==> config.mk <==
export PLATFORM = sky130hd
export DESIGN_NAME = cache_switch_ctrl
export DESIGN_NICKNAME = d
export VERILOG_FILES = /design/src/rtl/cache_switch_ctrl_pkg.sv /design/src/rtl/cache_switch_ctrl_timer.sv /design/src/rtl/cache_switch_ctrl.sv
export SDC_FILE = /design/constraint.sdc
export NUM_CORES = 1
export LEC_CHECK = 0
export CORE_MARGIN = 2
export CORE_UTILIZATION = 40
export DETAILED_ROUTE_END_ITERATION = 10
export PLACE_DENSITY = 0.66
export SETUP_SLACK_MARGIN = 0.05
export SKIP_CTS_REPAIR_TIMING = 1
export SLEW_MARGIN = 20
export SYNTH_ARGS = -nofsm -noshare
export SYNTH_HDL_FRONTEND = slang
export SYNTH_SLANG_ARGS = --single-unit
export TNS_END_PERCENT = 5
==> constraint.sdc <==
create_clock -name clk -period 2.2 [get_ports clk]
set_input_delay 0.22 -clock clk [delete_from_list [all_inputs] [get_ports clk]]
set_output_delay 0.22 -clock clk [all_outputs]
set_load 0.03 [all_outputs]
==> src/rtl/cache_switch_ctrl_pkg.sv <==
// Shared definitions for the cache-switch responder: opcode, FSM state encodings,
// default bank geometry and a width helper for the flush timeout counter.
package cache_switch_ctrl_pkg;

   localparam logic [6:0] OPC_SWITCH_CACHE = 7'b1111111;

   localparam int DEF_NUM_CACHES = 4;
   localparam int DEF_ID_W       = 2;

   localparam logic [2:0] ST_IDLE   = 3'd0;
   localparam logic [2:0] ST_DRAIN  = 3'd1;
   localparam logic [2:0] ST_FLUSH  = 3'd2;
   localparam logic [2:0] ST_SWITCH = 3'd3;
   localparam logic [2:0] ST_DONE   = 3'd4;

   typedef enum logic [2:0] {
      S_IDLE   = ST_IDLE,
      S_DRAIN  = ST_DRAIN,
      S_FLUSH  = ST_FLUSH,
      S_SWITCH = ST_SWITCH,
      S_DONE   = ST_DONE
   } switch_state_t;

   // A zero timeout still needs a one-bit counter so the expired flag is well formed.
   function automatic int timer_width(input int max_count);
      return (max_count < 1) ? 1 : $clog2(max_count + 1);
   endfunction

endpackage

==> src/rtl/cache_switch_ctrl_timer.sv <==
// Flush watchdog: counts cycles while enabled, saturates at MAX_COUNT and
// raises expired once that many cycles have elapsed since the last clear.
module switch_timer
   import cache_switch_ctrl_pkg::*;
#(
   parameter int MAX_COUNT = 255
) (
   input  logic clk,
   input  logic reset,
   input  logic clear,
   input  logic enable,
   output logic expired
);

   localparam int            W     = timer_width(MAX_COUNT);
   localparam logic [W-1:0]  LIMIT = W'(MAX_COUNT);

   logic [W-1:0] count;

   always_ff @(posedge clk or negedge reset) begin
      if (!reset) begin
         count <= '0;
      end else if (clear) begin
         count <= '0;
      end else if (enable && (count != LIMIT)) begin
         count <= count + 1'b1;
      end
   end

   assign expired = (count == LIMIT);

endmodule

==> src/rtl/cache_switch_ctrl.sv <==
// Cache-switch responder: stalls the pipeline, drains the I/D caches, optionally
// flushes the outgoing D-bank, then retargets active_cache_id and retires the request.
module cache_switch_ctrl
   import cache_switch_ctrl_pkg::*;
#(
   parameter int NUM_CACHES      = DEF_NUM_CACHES,
   parameter int ID_W            = DEF_ID_W,
   parameter int RESET_ID        = 0,
   parameter bit FLUSH_ON_SWITCH = 1'b1,
   parameter int FLUSH_TIMEOUT   = 255,
   parameter int CNT_W           = 16
) (
   input  logic             clk,
   input  logic             reset,
   input  logic             switch_cache_w,
   input  logic [ID_W-1:0]  switch_id,
   input  logic             i_cache_busy,
   input  logic             d_cache_busy,
   input  logic             flush_done,
   output logic             switch_busywait,
   output logic             flush_req,
   output logic [ID_W-1:0]  flush_id,
   output logic [ID_W-1:0]  active_cache_id,
   output logic             switch_done,
   output logic             switch_err,
   output logic [CNT_W-1:0] switch_count
);

   localparam logic [ID_W-1:0] RST_ID   = ID_W'(RESET_ID);
   localparam logic [ID_W:0]   ID_LIMIT = (ID_W + 1)'(NUM_CACHES);

   switch_state_t   state;
   logic [ID_W-1:0] target;
   logic            invalid_id;
   logic            tmr_expired;

   assign invalid_id = ({1'b0, switch_id} >= ID_LIMIT);

   switch_timer #(
      .MAX_COUNT (FLUSH_TIMEOUT)
   ) u_timer (
      .clk     (clk),
      .reset   (reset),
      .clear   (state != S_FLUSH),
      .enable  (state == S_FLUSH),
      .expired (tmr_expired)
   );

   // Done/err are pulses raised on the transition into DONE; in FLUSH a completed
   // flush takes priority over a watchdog expiry in the same cycle.
   always_ff @(posedge clk or negedge reset) begin
      if (!reset) begin
         state           <= S_IDLE;
         target          <= RST_ID;
         active_cache_id <= RST_ID;
         flush_req       <= 1'b0;
         flush_id        <= RST_ID;
         switch_done     <= 1'b0;
         switch_err      <= 1'b0;
         switch_count    <= '0;
      end else begin
         switch_done <= 1'b0;
         switch_err  <= 1'b0;
         unique case (state)
            S_IDLE: begin
               if (switch_cache_w) begin
                  target <= switch_id;
                  if (invalid_id) begin
                     state       <= S_DONE;
                     switch_done <= 1'b1;
                     switch_err  <= 1'b1;
                  end else if (switch_id == active_cache_id) begin
                     state       <= S_DONE;
                     switch_done <= 1'b1;
                  end else begin
                     state <= S_DRAIN;
                  end
               end
            end
            S_DRAIN: begin
               if (!i_cache_busy && !d_cache_busy) begin
                  if (FLUSH_ON_SWITCH) begin
                     state     <= S_FLUSH;
                     flush_req <= 1'b1;
                     flush_id  <= active_cache_id;
                  end else begin
                     state <= S_SWITCH;
                  end
               end
            end
            S_FLUSH: begin
               if (flush_done) begin
                  flush_req <= 1'b0;
                  state     <= S_SWITCH;
               end else if (tmr_expired) begin
                  flush_req   <= 1'b0;
                  state       <= S_DONE;
                  switch_done <= 1'b1;
                  switch_err  <= 1'b1;
               end
            end
            S_SWITCH: begin
               active_cache_id <= target;
               if (switch_count != '1) begin
                  switch_count <= switch_count + 1'b1;
               end
               state       <= S_DONE;
               switch_done <= 1'b1;
            end
            S_DONE: begin
               state <= S_IDLE;
            end
            default: begin
               state <= S_IDLE;
            end
         endcase
      end
   end

   // Released in DONE so the stalled switch instruction can retire.
   assign switch_busywait = ((state == S_IDLE) && switch_cache_w) ||
                            (state == S_DRAIN) ||
                            (state == S_FLUSH) ||
                            (state == S_SWITCH);

endmodule
==> results of run 1 <==
-- registers in the layout, summed over array words and instances (netlist names) --
signal           count
state                3
switch_done          1
active_cache_id      2
switch_err           1
target               2
flush_id             2
switch_count        16
u_timer.count        8
flush_req            1
-- Yosys cell counts, drive strengths merged --
| master | count | area, sq um |
|---|---|---|
| dfrtp | 36 | 901 |
| or3 | 2 | 12.5 |
| or4b | 1 | 10.0 |
| inv | 1 | 3.75 |
| mux2 | 7 | 82.6 |
| o21ai | 2 | 10.0 |
| mux2i | 3 | 30.0 |
| nand2 | 14 | 52.6 |
| or3b | 1 | 8.76 |
| o21bai | 3 | 22.5 |
| nor2b | 2 | 12.5 |
| o31ai | 3 | 22.5 |
| nand3b | 4 | 42.5 |
| a21oi | 11 | 58.8 |
| xor2 | 7 | 61.3 |
| nand3 | 7 | 50.1 |
| nor3b | 1 | 7.51 |
| nand4 | 5 | 37.5 |
| buf | 4 | 22.5 |
| xnor2 | 8 | 70.1 |
| nor2 | 14 | 52.6 |
| a211oi | 2 | 15.0 |
| nor4 | 4 | 52.6 |
| nor3 | 7 | 40.0 |
| and3 | 2 | 12.5 |
| or2 | 1 | 6.26 |
| o22a | 1 | 8.76 |
| or4 | 1 | 7.51 |
| a31oi | 1 | 6.26 |
| a32oi | 1 | 8.76 |
| o21a | 2 | 15.0 |
| nand4b | 2 | 17.5 |
| clkbuf | 1 | 3.75 |
| ha | 2 | 25.0 |
| a221oi | 1 | 8.76 |
-- through the flow --
stage	std cells	worst slack, ns	area, sq um	hold WS [ns]	total power [W]
2_1_floorplan	164	0.342	1800	-0.0756	0.00152
3_3_place_gp	243	0.377	2160	0.483	0.00180
3_5_place_dp	243	0.317	2160	0.495	0.00181
4_1_cts	251	0.206	2250	0.359	0.00231
5_1_grt	251	0.139	2250	0.387	0.00241
6_report	251	0.210	2250	0.343	0.00228
-- path summary, 6_finish.rpt --
| path | from | slack, ns | to | depth (start not counted) |
|---|---|---|---|---|
| max in group asynchronous | reset | 1.53 | switch_count[11] | 2 |
| max | state[1] | 0.21 | switch_busywait | 3 |
| min | reset | 0.34 | flush_req | 2 |
| max reg2reg | state[1] | 0.36 | flush_id[0] | 3 |
| min in group clk | target[1] | 0.51 | active_cache_id[1] | 1 |
| min reg2reg | target[1] | 0.51 | active_cache_id[1] | 1 |
-- logic make-up (layout without fill, tap and decap cells) --
kind of cell / count (synthesis) / after routing / synth area share
buffers and inverters: 6 / 41 / 0.0167
AND/OR/NAND/NOR: 68 / 68 / 0.235
AO/OA/AOI/OAI: 27 / 27 / 0.0981
XOR/XNOR: 15 / 15 / 0.0730
adder cells (fa/ha/maj): 2 / 2 / 0.0139
multiplexers: 10 / 10 / 0.0626
flip-flops: 36 / 36 / 0.501
-- final cells by class --
type	count	area [sq um]	area share
clock buffers	6	82.6	0.0367
clock inverters	2	10.0	0.00445
inverters	1	3.75	0.00167
multi-input cells	122	868	0.386
flip-flops and latches	36	901	0.401
well taps	52	65.1	0.0289
repair buffers	32	318	0.141
-- routing by layer --
layer,part of all wire,wire [microns]
met5,0,0
met4,0.0041,15
met1,0.47,1700
met2,0.48,1750
met3,0.050,183
-- power by group through the flow --
stage / sequential, W / clock, W / combinational [W]
floorplan: 0.00108 / 0 / 0.000434
global placement: 0.00101 / 0 / 0.000788
detailed placement: 0.00102 / 0 / 0.000796
CTS: 0.00101 / 0.000500 / 0.000805
global route: 0.00103 / 0.000527 / 0.000850
finish: 0.00101 / 0.000482 / 0.000793
-- critical path, stage by stage, from the launching register on --
cell             delay [ns]
dfrtp_1                0.62
nor3_1                 0.10
nor2_1                 0.10
clkdlybuf4s50_1        0.68
==> summary.md, run 1 <==
| Metric | Value |
|---|---|
| Routed vias/inst | `5.36` |
| DRT Pass-1 Iters | `4` |
| Outcome | `finished clean` |
| Mapped Avg Cell Area | `11.0 sq um` |
| Max-Cap Viols | `0` |
| Clock insertion delay at the later pin of the skew report | `0.28 ns` |
| Met1 GRT Util | `0.215` |
| Die ar. | `5050 sq um` |
| Total grt overflow | `0` |
| Mapped Area | `1800 sq um` |
| Nets | `208` |
| Initial Util | `0.413` |
| Final setup vio count | `0` |
| Yosys cell types | `44` |
| CTS Root Cell | `clkbuf_8` |
| Gr busiest metal | `met2` |
| Largest net degree at the start of global routing | `37` |
| Num ports | `32` |
| Sequential power share | `0.442` |
| P_sw | `0.000844 W` |
| Post-Syn Instances | `164` |
| Synthesized flop and latch total | `36` |
| Final core occ | `0.516` |
| Crit path capture type | `output port` |
| CTS sink cnt | `36` |
| Clock skew | `0.00494 ns` |
| H-tree depth | `2` |
| LEAKAGE | `0.914 nW` |
| TritonCTS Buffers | `5` |
| WS Path Type | `reg -> out` |
| HPWL Detailed | `2580 microns` |
| Critical Path Fanout Max | `12` |
| Global-route wire length before repair | `6510 microns` |
| Post-DR wirelength/cell | `14.5 microns` |
| Most frequent cells in the layout | `dfrtp_1, clkdlybuf4s50_1, nand2_1, nor2_1, a21oi_1` |
| Grt met3 use | `0.0541` |
| # diodes | `0` |
| Setup TNS | `0 ns` |
| Internal cell power | `0.00144 W` |
| Max Fclk | `503 MHz` |
| Detailed-route DRC error count | `0` |
| Fillers | `375` |
| Die Wd | `71.1 microns` |
| Cell area power density | `1020 nW/um^2` |
| Area growth syn-to-layout | `25.0%` |
| Core box area | `4350 sq um` |
| Seq/Total Area, Yosys | `0.501` |
| Met2 Track Usage GR | `0.255` |
| Routed via count | `1345` |
| Final period util | `0.904` |
| Final worst path period need | `1.99 ns` |
| Fin. Hold Viols | `0` |
| Die Ht | `71.1 microns` |
| Final Slew Violations | `0` |
| Critical Path AT | `1.77 ns` |
| Clock Pin Slew Worst Setup and Hold Paths | `0.07 ns` |
| DRT iter0 DRCs | `66` |
| Worst Hold Class | `in -> async` |
| Vias in the first global route | `1389` |
| Layout cell share with drive strength beyond 1 | `0.136` |
| DRT Wirelength | `3650 microns` |
| Syn nets | `174` |
| RSZ-0062 raised after global routing | `false` |
| Commonest non-fill, non-tap cell in the layout | `dfrtp_1` |
| Part of the power in the clock network | `0.211` |
| TritonCTS clock tree | `yes` |
| Initial antenna violation count | `0` |
| Sw frac | `0.369` |
| Num rows | `24` |
| Gpl congestion | `0.764` |
| Port Buffers | `31` |
| Synth warn | `0` |
| Number of routed nets with antenna violations | `0` |
| Total Routing Usage GR | `0.159` |
| CTS max path bufs | `2` |
| Slew HR | `0.691` |
| Crit path launch type | `register` |
| WP data required | `1.98 ns` |
| Combinational fraction of design power | `0.347` |
| Least-Margin Pin Slew | `0.460 ns` |
| Peak supply drop | `0.000523 V` |
Note: power is estimated with default switching activity, not from simulation.
==> run 2: changes to the inputs <==
Settings changed: CORE_UTILIZATION 40 to 52, GPL_TIMING_DRIVEN from default to 0, PLACE_DENSITY 0.66 to 0.82.
==> run 2 against run 1 <==
Non-clock buffer count increased by 6; sequential share of layout area decreased by 0.089 points; total power shrank 3.2%; clock-buffer cell count did not move; routed wire length is 1.2% lower; sequential power down 8%; critical endpoint unchanged; largest cell class unchanged.
==> summary.md, run 2 (synthesis results as in run 1) <==
| Metric | Value |
|---|---|
| Most frequent cells in the layout | `dfrtp_1, clkdlybuf4s50_1, nand2_1, nor2_1, a21oi_1` |
| Vias in the first global route | `1352` |
| Initial antenna violation count | `0` |
| Gpl congestion | `0.717` |
| DRT Pass-1 Iters | `4` |
| Setup TNS | `0 ns` |
| Routed vias/inst | `5.47` |
| Area occupied by multi-input gates | `868 sq um` |
| Outcome | `finished clean` |
| Clock insertion delay at the later pin of the skew report | `0.35 ns` |
| Max reg flops | `16` |
| Routed via count | `1372` |
| Clock skew | `0.00658 ns` |
| Storage cell area | `901 sq um` |
| Crit path launch type | `register` |
| Die ar. | `3950 sq um` |
| Layout cell share with drive strength beyond 1 | `0.156` |
| Crit path capture type | `output port` |
| Fillers | `273` |
| Total grt overflow | `0` |
| LEAKAGE | `0.929 nW` |
| Final worst path period need | `2.00 ns` |
| Post-DR wirelength/cell | `14.4 microns` |
| TritonCTS Buffers | `5` |
| Detailed-route DRC error count | `0` |
| Slew HR | `0.687` |
| Max-Cap Viols | `0` |
| Setup WS pre-CTS | `0.267 ns` |
| Global-route wire length before repair | `6170 microns` |
| Largest net degree at the start of global routing | `29` |
| TritonCTS clock tree | `yes` |
| R2r setup slk | `0.37 ns` |
| Reg with most FFs | `switch_count` |
| Worst setup margin | `0.195 ns` |
| CTS sink cnt | `36` |
| HPWL Detailed | `2670 microns` |
| Least-Margin Pin Slew | `0.466 ns` |
| Number of routed nets with antenna violations | `0` |
| Final period util | `0.911` |
| Clock Pin Slew Worst Setup and Hold Paths | `0.11 ns` |
| H-tree depth | `2` |
| CTS Root Cell | `clkbuf_4` |
| RSZ-0062 raised after global routing | `false` |
| Worst Hold Class | `in -> async` |
| Nets | `214` |
| Initial Util | `0.539` |
| Peak supply drop | `0.000804 V` |
| CTS max path bufs | `2` |
| Num rows | `21` |
| Die Wd | `62.8 microns` |
| Core box area | `3340 sq um` |
| Final setup vio count | `0` |
| # diodes | `0` |
| DRT iter0 DRCs | `47` |
| Fin. Hold Viols | `0` |
| Cell area power density | `981 nW/um^2` |
| Power, Total | `0.00221 W` |
| Area growth syn-to-layout | `25.2%` |
| DRT Wirelength | `3610 microns` |
| WP data required | `1.98 ns` |
| Final hold slack | `0.245 ns` |
| Num ports | `32` |
| Die Ht | `62.8 microns` |
| Commonest non-fill, non-tap cell in the layout | `dfrtp_1` |
| WS Path Type | `reg -> out` |
| Final Slew Violations | `0` |
| Critical Path Fanout Max | `10` |
| Total Routing Usage GR | `0.201` |
| Max Fclk | `499 MHz` |
| Final core occ | `0.675` |
| Port Buffers | `31` |
| Critical Path AT | `1.78 ns` |
| Top Registers | `switch_count x16, u_timer.count x8, state x3` |
run 2: worst paths after layout:
| kind | cells past startpoint | end | startpoint |
|---|---|---|---|
| setup / recovery | 4 | switch_busywait | state[1] |
| hold / removal | 2 | flush_req | reset |
| setup reg to reg | 5 | switch_count[1] | switch_count[0] |
| hold reg to reg | 1 | u_timer.count[6] | u_timer.count[6] |
| max in group asynchronous | 3 | switch_count[9] | reset |
| min in group clk | 1 | u_timer.count[6] | u_timer.count[6] |
run 2: where the power goes:
group          switching [W]  total (W)  internal (W)
sequential          0.000126   0.000927      0.000801
clock               0.000223   0.000375      0.000152
combinational       0.000487   0.000909      0.000422
run 2: per-layer routing:
metal / track usage / vias to the layer above / wire, microns
met5: 0 / - / 0
met3: 0.0649 / 7 / 150
li1: - / 671 / -
met1: 0.229 / 671 / 1500
met4: 0.0722 / 0 / 49
met2: 0.353 / 23 / 1900
run 2: worst max-delay path: stages, from the launching register on:
cell	delay, ns
dfrtp_1	0.38
buf_2	0.23
nor3_1	0.07
nor2_1	0.08
clkdlybuf4s50_1	0.67
run 2: final cells by class:
class | count | share of cell area
Buffer | 5 | 0.0117
Clock buffer | 6 | 0.0228
Clock inverter | 2 | 0.00444
Inverter | 1 | 0.00167
Multi-Input combinational cell | 122 | 0.385
Sequential cell | 36 | 0.400
Tap cell | 46 | 0.0255
Timing Repair Buffer | 33 | 0.149
run 2: stage by stage:
step | std cells | cell area (sq um)
after floorplan | 164 | 1800
after global placement | 241 | 2170
after detailed placement | 242 | 2180
after CTS | 250 | 2240
after global routing | 251 | 2250
final | 251 | 2250
==> run 3: changes to the inputs <==
Settings changed: CORE_MARGIN 2 to 5.
==> run 3 against run 2 <==
Non-clock buffer count unchanged; critical path type is now reg -> reg; utilization increased by 0.22 points; critical path depth increased by 1; worst hold slack better by 0.072 ns; critical endpoint is now switch_count[1].
==> summary.md, run 3 (synthesis results as in run 1) <==
| Metric | Value |
|---|---|
| TritonCTS clock tree | `yes` |
| Layout cell share with drive strength beyond 1 | `0.146` |
| DRT iter0 DRCs | `54` |
| Gpl congestion | `0.776` |
| Die Ht | `68.8 microns` |
| Least-Margin Pin Slew | `0.449 ns` |
| CTS max path bufs | `2` |
| Nets | `214` |
| Post-DR wirelength/cell | `15.0 microns` |
| Core box area | `3340 sq um` |
| Power, Total | `0.00221 W` |
| Clock insertion delay at the later pin of the skew report | `0.34 ns` |
| Largest net degree at the start of global routing | `22` |
| WP data required | `2.43 ns` |
| Routed vias/inst | `5.61` |
| Initial antenna violation count | `0` |
| TritonCTS Buffers | `5` |
| R2r setup slk | `0.38 ns` |
| Initial Util | `0.539` |
| Num rows | `21` |
| Worst r2r dst | `switch_count[1]` |
| Crit path launch type | `register` |
| DRT Wirelength | `3780 microns` |
| Routed via count | `1409` |
| Port Buffers | `31` |
| Clock skew | `0.0129 ns` |
| Final setup vio count | `0` |
| Slew HR | `0.698` |
| Max Fclk | `549 MHz` |
| Top Registers | `switch_count x16, u_timer.count x8, state x3` |
| Most frequent cells in the layout | `dfrtp_1, clkdlybuf4s50_1, nand2_1, nor2_1, a21oi_1` |
| Area occupied by multi-input gates | `868 sq um` |
| Setup TNS | `0 ns` |
| Max-Cap Viols | `0` |
| Area growth syn-to-layout | `25.7%` |
| Total Routing Usage GR | `0.187` |
| Vias in the first global route | `1445` |
| Final period util | `0.829` |
| Fillers | `263` |
| RSZ-0062 raised after global routing | `false` |
| H-tree depth | `2` |
| Die ar. | `4740 sq um` |
| Global-route wire length before repair | `6490 microns` |
| Number of routed nets with antenna violations | `0` |
| Total grt overflow | `0` |
| Fin. Hold Viols | `0` |
| # diodes | `0` |
| Commonest non-fill, non-tap cell in the layout | `dfrtp_1` |
| Clock Pin Slew Worst Setup and Hold Paths | `0.11 ns` |
| Final Slew Violations | `0` |
| LEAKAGE | `0.932 nW` |
| Outcome | `finished clean` |
| Register-to-Register Path Depth | `5` |
| CTS sink cnt | `36` |
| HPWL Detailed | `2870 microns` |
| CTS Root Cell | `clkbuf_4` |
| Storage cell area | `901 sq um` |
| Detailed-route DRC error count | `0` |
| Worst Hold Class | `in -> async` |
| Reg with most FFs | `switch_count` |
| Worst r2r src | `switch_count[1]` |
| Critical Path Fanout Max | `7` |
| Critical Path AT | `2.05 ns` |
| Crit path capture type | `register` |
| Cell area power density | `977 nW/um^2` |
| Peak supply drop | `0.000928 V` |
| Die Wd | `68.8 microns` |
| Max reg flops | `16` |
| Num ports | `32` |
| Final worst path period need | `1.82 ns` |
| DRT Pass-1 Iters | `4` |
| WS Path Type | `reg -> reg` |
-- run 3: final cells by class --
| type | count | area share |
|---|---|---|
| timing repair buffer | 33 | 0.153 |
| tap | 46 | 0.0255 |
| clock buffer | 8 | 0.0260 |
| multi-input combinational | 122 | 0.384 |
| buffer | 5 | 0.0116 |
| inverter | 1 | 0.00166 |
| sequential | 36 | 0.398 |
-- run 3: through the flow --
step                      instance area, sq um  hold WS (ns)   util  setup WS, ns  instances
after floorplan                           1800       -0.0756      -         0.342        164
after global placement                    2170         0.482  0.649         0.218        241
after detailed placement                  2190         0.172  0.656         0.262        242
after CTS                                 2250        -0.214  0.674         0.177        250
after global routing                      2260         0.363  0.678         0.270        251
final                                     2260         0.317  0.678         0.377        251
-- run 3: worst max-delay path by stage --
stage | cells after the start | end | slack [ns] | start
6_report | 5 | switch_count[1] | 0.38 | switch_count[1]
3_3_place_gp | 1 | switch_count[13] | 0.22 | reset
5_1_grt | 5 | switch_count[1] | 0.27 | switch_count[1]
4_1_cts | 4 | switch_busywait | 0.18 | state[1]
2_1_floorplan | 5 | switch_count[1] | 0.34 | switch_count[0]
3_5_place_dp | 4 | flush_id[0] | 0.26 | d_cache_busy
-- run 3: metal layers --
layer | GRT usage | part of all wire
met5 | 0 | 0
met4 | 0.0779 | 0.012
met3 | 0.0567 | 0.041
met2 | 0.323 | 0.54
met1 | 0.215 | 0.41
-- run 3: critical path, cell delays in order (launching register included) --
cell	delay, ns
dfrtp_1	0.44
ha_1	0.23
nand3_2	0.12
nor4_4	0.48
a21oi_2	0.15
mux2_4	0.31
-- run 3: power by group --
| group | internal (W) | switching [W] | total, W |
|---|---|---|---|
| logic | 0.000421 | 0.000494 | 0.000915 |
| clock network | 0.000158 | 0.000206 | 0.000364 |
| registers | 0.000801 | 0.000129 | 0.000930 |
